[src/rtl/lc3_mem_arbiter.sv]
// rtl/lc3_mem_arbiter.sv - two-port arbiter in front of a single synchronous-read memory
module lc3_mem_arbiter #(
    parameter int PRIO = 0
) (
    input  logic        clk,
    input  logic        rst,
    input  logic        req0,
    input  logic        req1,
    input  logic        we0,
    input  logic        we1,
    input  logic [15:0] addr0,
    input  logic [15:0] addr1,
    input  logic [15:0] wdata0,
    input  logic [15:0] wdata1,
    output logic        gnt0,
    output logic        gnt1,
    output logic        rvalid0,
    output logic        rvalid1,
    output logic [15:0] rdata0,
    output logic [15:0] rdata1,
    output logic [15:0] mem_addr,
    output logic [15:0] mem_wdata,
    output logic        memWE,
    input  logic [15:0] mem_rdata,
    output logic        busy
);

    typedef enum logic [1:0] {
        IDLE   = 2'd0,
        ACCESS = 2'd1,
        RESP   = 2'd2
    } state_t;

    state_t r_state;
    state_t w_state_nxt;
    logic   r_winner;   // port owning the in-flight transaction
    logic   r_we;       // in-flight transaction is a write (no read capture)
    logic   r_last;     // port served most recently, drives round-robin ties
    logic   w_req_any;
    logic   w_win;

    // Pick the port to serve if a request is accepted this cycle
    always_comb begin
        w_req_any = req0 | req1;
        w_win     = 1'b0;
        if (req0 && req1) begin
            w_win = (PRIO == 1) ? 1'b0 : ~r_last;
        end else begin
            w_win = req1;
        end
    end

    // Next-state and state-decoded outputs
    always_comb begin
        w_state_nxt = r_state;
        gnt0        = 1'b0;
        gnt1        = 1'b0;
        busy        = (r_state != IDLE);
        case (r_state)
            IDLE: begin
                if (w_req_any) begin
                    w_state_nxt = ACCESS;
                end
            end
            ACCESS: begin
                gnt0        = ~r_winner;
                gnt1        = r_winner;
                w_state_nxt = RESP;
            end
            RESP: begin
                w_state_nxt = IDLE;
            end
            default: begin
                w_state_nxt = IDLE;
            end
        endcase
    end

    // State register
    always_ff @(posedge clk) begin
        if (rst) begin
            r_state <= IDLE;
        end else begin
            r_state <= w_state_nxt;
        end
    end

    // Memory-side registers: loaded on acceptance, write enable lives for ACCESS only
    always_ff @(posedge clk) begin
        if (rst) begin
            mem_addr  <= 16'h0000;
            mem_wdata <= 16'h0000;
            memWE     <= 1'b0;
            r_winner  <= 1'b0;
            r_we      <= 1'b0;
            r_last    <= 1'b1;
        end else begin
            memWE <= 1'b0;
            if (r_state == IDLE && w_req_any) begin
                mem_addr  <= w_win ? addr1 : addr0;
                mem_wdata <= w_win ? wdata1 : wdata0;
                memWE     <= w_win ? we1 : we0;
                r_we      <= w_win ? we1 : we0;
                r_winner  <= w_win;
                r_last    <= w_win;
            end
        end
    end

    // Completion pulse and read-data capture at the edge ending RESP
    always_ff @(posedge clk) begin
        if (rst) begin
            rvalid0 <= 1'b0;
            rvalid1 <= 1'b0;
            rdata0  <= 16'h0000;
            rdata1  <= 16'h0000;
        end else begin
            rvalid0 <= (r_state == RESP) && !r_winner;
            rvalid1 <= (r_state == RESP) && r_winner;
            if (r_state == RESP && !r_we) begin
                if (r_winner) begin
                    rdata1 <= mem_rdata;
                end else begin
                    rdata0 <= mem_rdata;
                end
            end
        end
    end

endmodule
[config.mk]
export PLATFORM = sky130hd
export DESIGN_NAME = lc3_mem_arbiter
export DESIGN_NICKNAME = d
export VERILOG_FILES = /design/src/rtl/lc3_mem_arbiter.sv
export SDC_FILE = /design/constraint.sdc
export NUM_CORES = 1
export LEC_CHECK = 0
export CAP_MARGIN = 20
export CELL_PAD_IN_SITES_DETAIL_PLACEMENT = 1
export CELL_PAD_IN_SITES_GLOBAL_PLACEMENT = 2
export CORE_ASPECT_RATIO = 0.6
export CORE_MARGIN = 4
export CORE_UTILIZATION = 20
export CTS_BUF_LIST = sky130_fd_sc_hd__clkbuf_16
export DETAILED_ROUTE_END_ITERATION = 8
export PLACE_DENSITY_LB_ADDON = 0.1
export SLEW_MARGIN = 0
export SYNTH_ARGS = -nofsm -noshare
export SYNTH_HDL_FRONTEND = slang
export SYNTH_SLANG_ARGS = --single-unit
export TNS_END_PERCENT = 5
[constraint.sdc]
create_clock -name clk -period 1.9 [get_ports clk]
set_input_delay 0.38 -clock clk [delete_from_list [all_inputs] [get_ports clk]]
set_output_delay 0.38 -clock clk [all_outputs]
set_load 0.01 [all_outputs]
==> results of run 1 <==
[worst max-delay path by stage]
stage,slack [ns],start,endpoint
2_1_floorplan,0.53,r_winner,rdata0[5]
3_3_place_gp,0.14,req0,mem_wdata[3]
3_5_place_dp,0.01,req1,mem_addr[15]
4_1_cts,0.06,r_state[0],busy
5_1_grt,0.17,r_state[1],gnt0
6_report,0.26,r_state[1],gnt0
[state kept, by name, summed over array words and instances (netlist names)]
signal and flops:
mem_wdata 16, r_we 1, mem_addr 16, rvalid1 1
memWE 1, r_state 2, r_winner 1, r_last 1
rvalid0 1, rdata0 16, rdata1 16
[per-stage QoR]
step                      total power (µW)  instance area, µm²
after floorplan                       2050                2880
after global routing                  4440                5020
final                                 4210                5020
after CTS                             4300                5010
after global placement                2590                4720
after detailed placement              2600                4720
[power by group through the flow]
stage | combinational (µW) | sequential (µW) | clock (µW)
2_1_floorplan | 302 | 1750 | 0
3_3_place_gp | 871 | 1710 | 0
3_5_place_dp | 882 | 1720 | 0
4_1_cts | 884 | 1680 | 1740
5_1_grt | 944 | 1700 | 1800
6_report | 866 | 1680 | 1660
[cells by family (layout without fill, tap and decap cells)]
logic type,Yosys count,in the layout,synth area share (%)
and+or+nand+nor,147,147,21.4
AOI/OAI and AO/OA,103,103,22.5
DFF,72,72,50.0
buffers and inverters,34,189,5.69
muxes,1,1,0.347
[layer usage]
metal	share of wire (%)	wire [µm]
met5	0	0
met2	44	5130
met3	6.3	743
met4	1.2	136
met1	49	5750
[what timing repair did]
item                                   CTS  global route
setup endpoints to repair                3             1
gates resized for setup                  5             1
endpoints found under the hold margin    0             0
[layout make-up]
class | instances | area (µm²)
clock buffers | 9 | 225
flip-flops and latches | 72 | 1450
inverters | 2 | 7.51
multi-input cells | 251 | 1290
fillers | 1630 | 8860
repair buffers | 171 | 1740
well taps | 192 | 240
clock inverters | 7 | 63.8
[synth_stat cells, types with 2 or more instances]
cell | instances | share of area [%]
nor2_2 | 2 | 0.43
clkbuf_2 | 2 | 0.35
clkbuf_1 | 10 | 1.3
a21oi_1 | 66 | 11
dfxtp_1 | 72 | 50
o21ai_0 | 2 | 0.35
nor2_1 | 5 | 0.65
nand2_1 | 129 | 17
nor4b_1 | 2 | 0.61
buf_2 | 18 | 3.1
a311oi_1 | 32 | 9.7
[worst max-delay path, delay by kind of cell, from the launching register on]
family                 cells  cell delay (ns)
and+or+nand+nor            2             0.30
DFF                        1             0.35
buffers and inverters      1             0.28
==> run metrics, run 1 <==
status=finished clean; fin cells=approximately 700; Reg clk slew, reported paths=roughly 0.06 ns; Worst Setup Start Kind=flop; CP Cell Sequence=nand2b_1, nor2_1, dlygate4sd2_1; Die ar.=between 0.015 and 0.02 mm²; global-route wire length before repair=around 18 mm; Hold/Removal Path Class=primary input to flop; crit path max fanout=8; fmax=just over 600 MHz; final worst slack=~0.26 ns; die height=101 µm; worst hold path cell count=2; port bufs=155; number of synthesized flops with an enable pin=0; largest net degree at the start of global routing=36; Iter 0 DRT Violations=about 140; flops & latches, synth=72; leading cell type in the layout, fill and taps excluded=clkdlybuf4s50_1; Post-DP HPWL=around 8.4 mm; # clock sinks=72; Worst path max stage delay=0.35 ns; post-synthesis cell count=around 360; io pins=between 150 and 200; internal power=between 3000 and 4000 µW; register area share after synthesis=50.0%; Final setup viols=0; Vias=roughly 3100; drt wl/cell=16.7 µm; drt total wl=approximately 12 mm; Tcrit/Tclk final=86.3%; worst r2r src=r_winner; initial antenna violation count=0; Seq pwr share=between 30% and 40%; reg2reg path depth=4; routed vias/inst=4.45; Clock Tree Root=clkbuf_16; met2 Use GR=between 20 and 25%; FP Rows=33; synth unique cells=28; hold path endpoint=rdata1[0]; Post-Place Setup Slack=0.0136 ns; H-Tree Depth=3; Worst Max-Slew Pin Slew=0.511 ns; area grow syn2layout=74.0%; CTS Buf Count=9; Max-cap violations=0; Arrival @ worst endpoint=between 1 and 1.5 ns; Relative slew margins=65.8%; Power Dens Cells=about 840 mW/mm²; Async S/R FF share, synth=0%; hold slack=around 0.45 ns; Worst Hold Launch=rst; drt pass-1 iters=4; Mapped Nets=roughly 440; Switch Pwr=between 1000 and 1500 µW; met3 track demand over resource=about 4.4%; DRC viols=0; Mapped Area=slightly below 0.003 mm²; clk buf depth=2; worst skew pair latency=0.33 ns; end of the worst register-to-register path=rdata0[3]; fin crit period=around 1.6 ns; ANT cells=0; Util after Layout=between 30% and 40%; Final Net Count=593; layout cells sized above 1=slightly above 8%; Slew Limit Fails=0; RSZ-0062 raised after global routing=no; hold buffers post-CTS=0; r2r setup slk=between 0.3 and 0.4 ns; Sw Ratio=26.4%; Comb power frac=20.6%; placer congestion estimate=~0.7; gr busiest metal=met2; GR Layer Usage met1=approximately a fifth; Avg Inst Size Synth=a little over 8 µm²; total negative slack=0 ns; VDD IR-drop max=approximately 0.35 mV; CP max stage cell=dfxtp_2; Main synth FF type=dfxtp_1; Die X=163 µm; Crit Path Class=flop to primary output; Post-CTS Setup Inserts=0; Synth Warn #=0; Post-DRT Antenna Nets=0; vias in the first global route=3330; Initial Util=approximately 21%; final setup skew=about 0.0073 ns; CP Capture Type=primary output; clock share of power=approximately two fifths; GRT Residual Overflow=0; commonest cells after routing, fill and taps aside=clkdlybuf4s50_1, nand2_1, dfxtp_1; Cells after DPL=approximately 700; LEAKAGE=roughly 0.0018 µW; total core area=0.0139 mm²; CTS tree=built; Total GRT Usage=~14%; CP required=roughly 1.5 ns; Final Hold Fails=0
Note: power is estimated with default switching activity, not from simulation.
==> inputs of run 2 (changes only) <==
--- a/config.mk
+++ b/config.mk
@@ -5,7 +5,6 @@
 export SDC_FILE = /design/constraint.sdc
 export NUM_CORES = 1
 export LEC_CHECK = 0
-export CAP_MARGIN = 20
 export CELL_PAD_IN_SITES_DETAIL_PLACEMENT = 1
 export CELL_PAD_IN_SITES_GLOBAL_PLACEMENT = 2
 export CORE_ASPECT_RATIO = 0.6
@@ -14,6 +13,7 @@
 export CTS_BUF_LIST = sky130_fd_sc_hd__clkbuf_16
 export DETAILED_ROUTE_END_ITERATION = 8
 export PLACE_DENSITY_LB_ADDON = 0.1
+export REMOVE_ABC_BUFFERS = 1
 export SLEW_MARGIN = 0
 export SYNTH_ARGS = -nofsm -noshare
 export SYNTH_HDL_FRONTEND = slang
==> run metrics, run 2 (same netlist as run 1, synthesis figures left out) <==
DRC viols=0 (unchanged); Final setup viols=0 (unchanged); placer congestion estimate=0.669 (-6.7%); Post-DRT Antenna Nets=0 (unchanged); clk buf depth=2 (unchanged); Worst Max-Slew Pin Slew=0.428 ns (-0.0824 ns); Relative slew margins=71.4% (+5.6 points); # clock sinks=72 (unchanged); ANT cells=0 (unchanged); Total GRT Usage=14.1% (-0.30 points); global-route wire length before repair=18.1 mm (-2.0%); crit path max fanout=8 (unchanged); Final Net Count=591 (-0.34%); initial antenna violation count=0 (unchanged); H-Tree Depth=3 (unchanged); CTS tree=built; CTS Buf Count=9 (unchanged); leading cell type in the layout, fill and taps excluded=clkdlybuf4s50_1; Reg clk slew, reported paths=0.06 ns (about the same); port bufs=155 (unchanged); Max-cap violations=0 (unchanged); hold buffers post-CTS=0 (unchanged); layout cells sized above 1=7.25% (-0.95 points); FP Rows=33 (unchanged); worst r2r src=r_state[0]; Util after Layout=35.9% (-0.23 points); final setup skew=0.00801 ns (+0.000674 ns); routed vias/inst=4.43 (-0.45%); vias in the first global route=3378 (+1.4%); Worst Setup Start Kind=flop; status=finished clean; Total Power=4210 µW (-0.12%); fin crit period=1.65 ns (+0.0135 ns); Arrival @ worst endpoint=1.27 ns (about the same); CP Capture Type=primary output; drt total wl=11.6 mm (-1.8%); Post-DP HPWL=8.02 mm (-4.5%); Post-CTS Setup Inserts=0 (unchanged); CP Cell Sequence=nand2b_1, nor2_1, dlygate4sd2_1; Hold/Removal Path Class=primary input to flop; drt wl/cell=16.5 µm (-1.5%); Slew Limit Fails=0 (unchanged); start point of the critical path=r_state[1]; Die X=163 µm (unchanged); io pins=156 (unchanged); Worst path max stage delay=0.37 ns (+0.02 ns); VDD IR-drop max=0.345 mV (-1.6%); total negative slack=0 ns (unchanged); drt pass-1 iters=4 (unchanged); area grow syn2layout=72.9%; largest net degree at the start of global routing=48 (+33%); Vias=3111 (-0.73%); Final Hold Fails=0 (unchanged); worst skew pair latency=0.33 ns (about the same); Tcrit/Tclk final=87.0% (+0.71 points); CP required=1.52 ns (about the same); CP max stage cell=dfxtp_2; Initial Util=20.8% (unchanged); commonest cells after routing, fill and taps aside=clkdlybuf4s50_1, nand2_1, dfxtp_1; reg2reg path depth=5 (+1); die height=101 µm (unchanged); hold slack=0.276 ns (-0.175 ns); crit path capture=gnt0; LEAKAGE=0.00178 µW (-0.87%); Clock Tree Root=clkbuf_16; Power Dens Cells=844 mW/mm² (+0.51%); GRT Residual Overflow=0 (unchanged); fillers=1609 (-1.3%); r2r setup slk=0.40 ns (+0.03 ns); Iter 0 DRT Violations=79 (-45%); total core area=0.0139 mm² (unchanged); RSZ-0062 raised after global routing=no; Die ar.=0.0165 mm² (unchanged); end of the worst register-to-register path=rdata0[14]; Crit Path Class=flop to primary output; fmax=605 MHz (-0.82%)
## run 2: cell count changes in the layout (fill, tap and decap cells not counted), sizes merged
cell	before	now
inv	3	4
clkinv	4	3
buf	17	15
## run 2: critical path, delay by kind of cell (launching register included)
kind                   cells  cell delay, ns
DFF                        1            0.37
buffers and inverters      1            0.29
and+or+nand+nor            2            0.29
## run 2: area by class of cell
type	instances	area [µm²]	share of cell area [%]
timing repair buffer	169	1710	34.4
clock buffer	9	225	4.52
multi-input combinational	251	1290	25.9
sequential	72	1440	28.9
clock inverter	7	62.6	1.26
inverter	2	7.51	0.151
tap	192	240	4.82
## run 2: worst min-delay path by stage
stage,startpoint,to,slack [ns],depth (start not counted)
3_3_place_gp,rdata0[11],rdata0[11],0.44,2
4_1_cts,rst,mem_wdata[0],0.26,2
5_1_grt,rst,mem_wdata[0],0.26,2
2_1_floorplan,rst,r_winner,0.45,1
3_5_place_dp,rdata0[11],rdata0[11],0.45,2
6_report,rst,mem_wdata[0],0.28,2
## run 2: per-layer routing
metal	vias to the layer above	global-route usage, %	part of all wire, %
met1	1498	18.2	47
met2	80	22.7	46
met4	0	3.41	0.74
met3	5	4.82	6.0
met5	-	0	0
li1	1528	-	-
## run 2: timing repair
action,CTS,global route
resized for setup,3,1
endpoints found under the hold margin,0,0
endpoints found under the setup margin,3,1
## run 2: where the power goes
group / switching [µW] / internal, µW
registers: 64.6 / 1620
logic: 388 / 470
clock network: 661 / 1010
total: 1110 / 3090
## run 2: per-stage QoR
step | setup WS (ns) | cells | instance area, µm²
floorplan | -0.409 | 325 | 2730
global placement | 0.163 | 686 | 4700
detailed placement | 0.0673 | 686 | 4700
CTS | 0.0432 | 702 | 4980
global route | 0.124 | 702 | 4980
finish | 0.248 | 702 | 4980
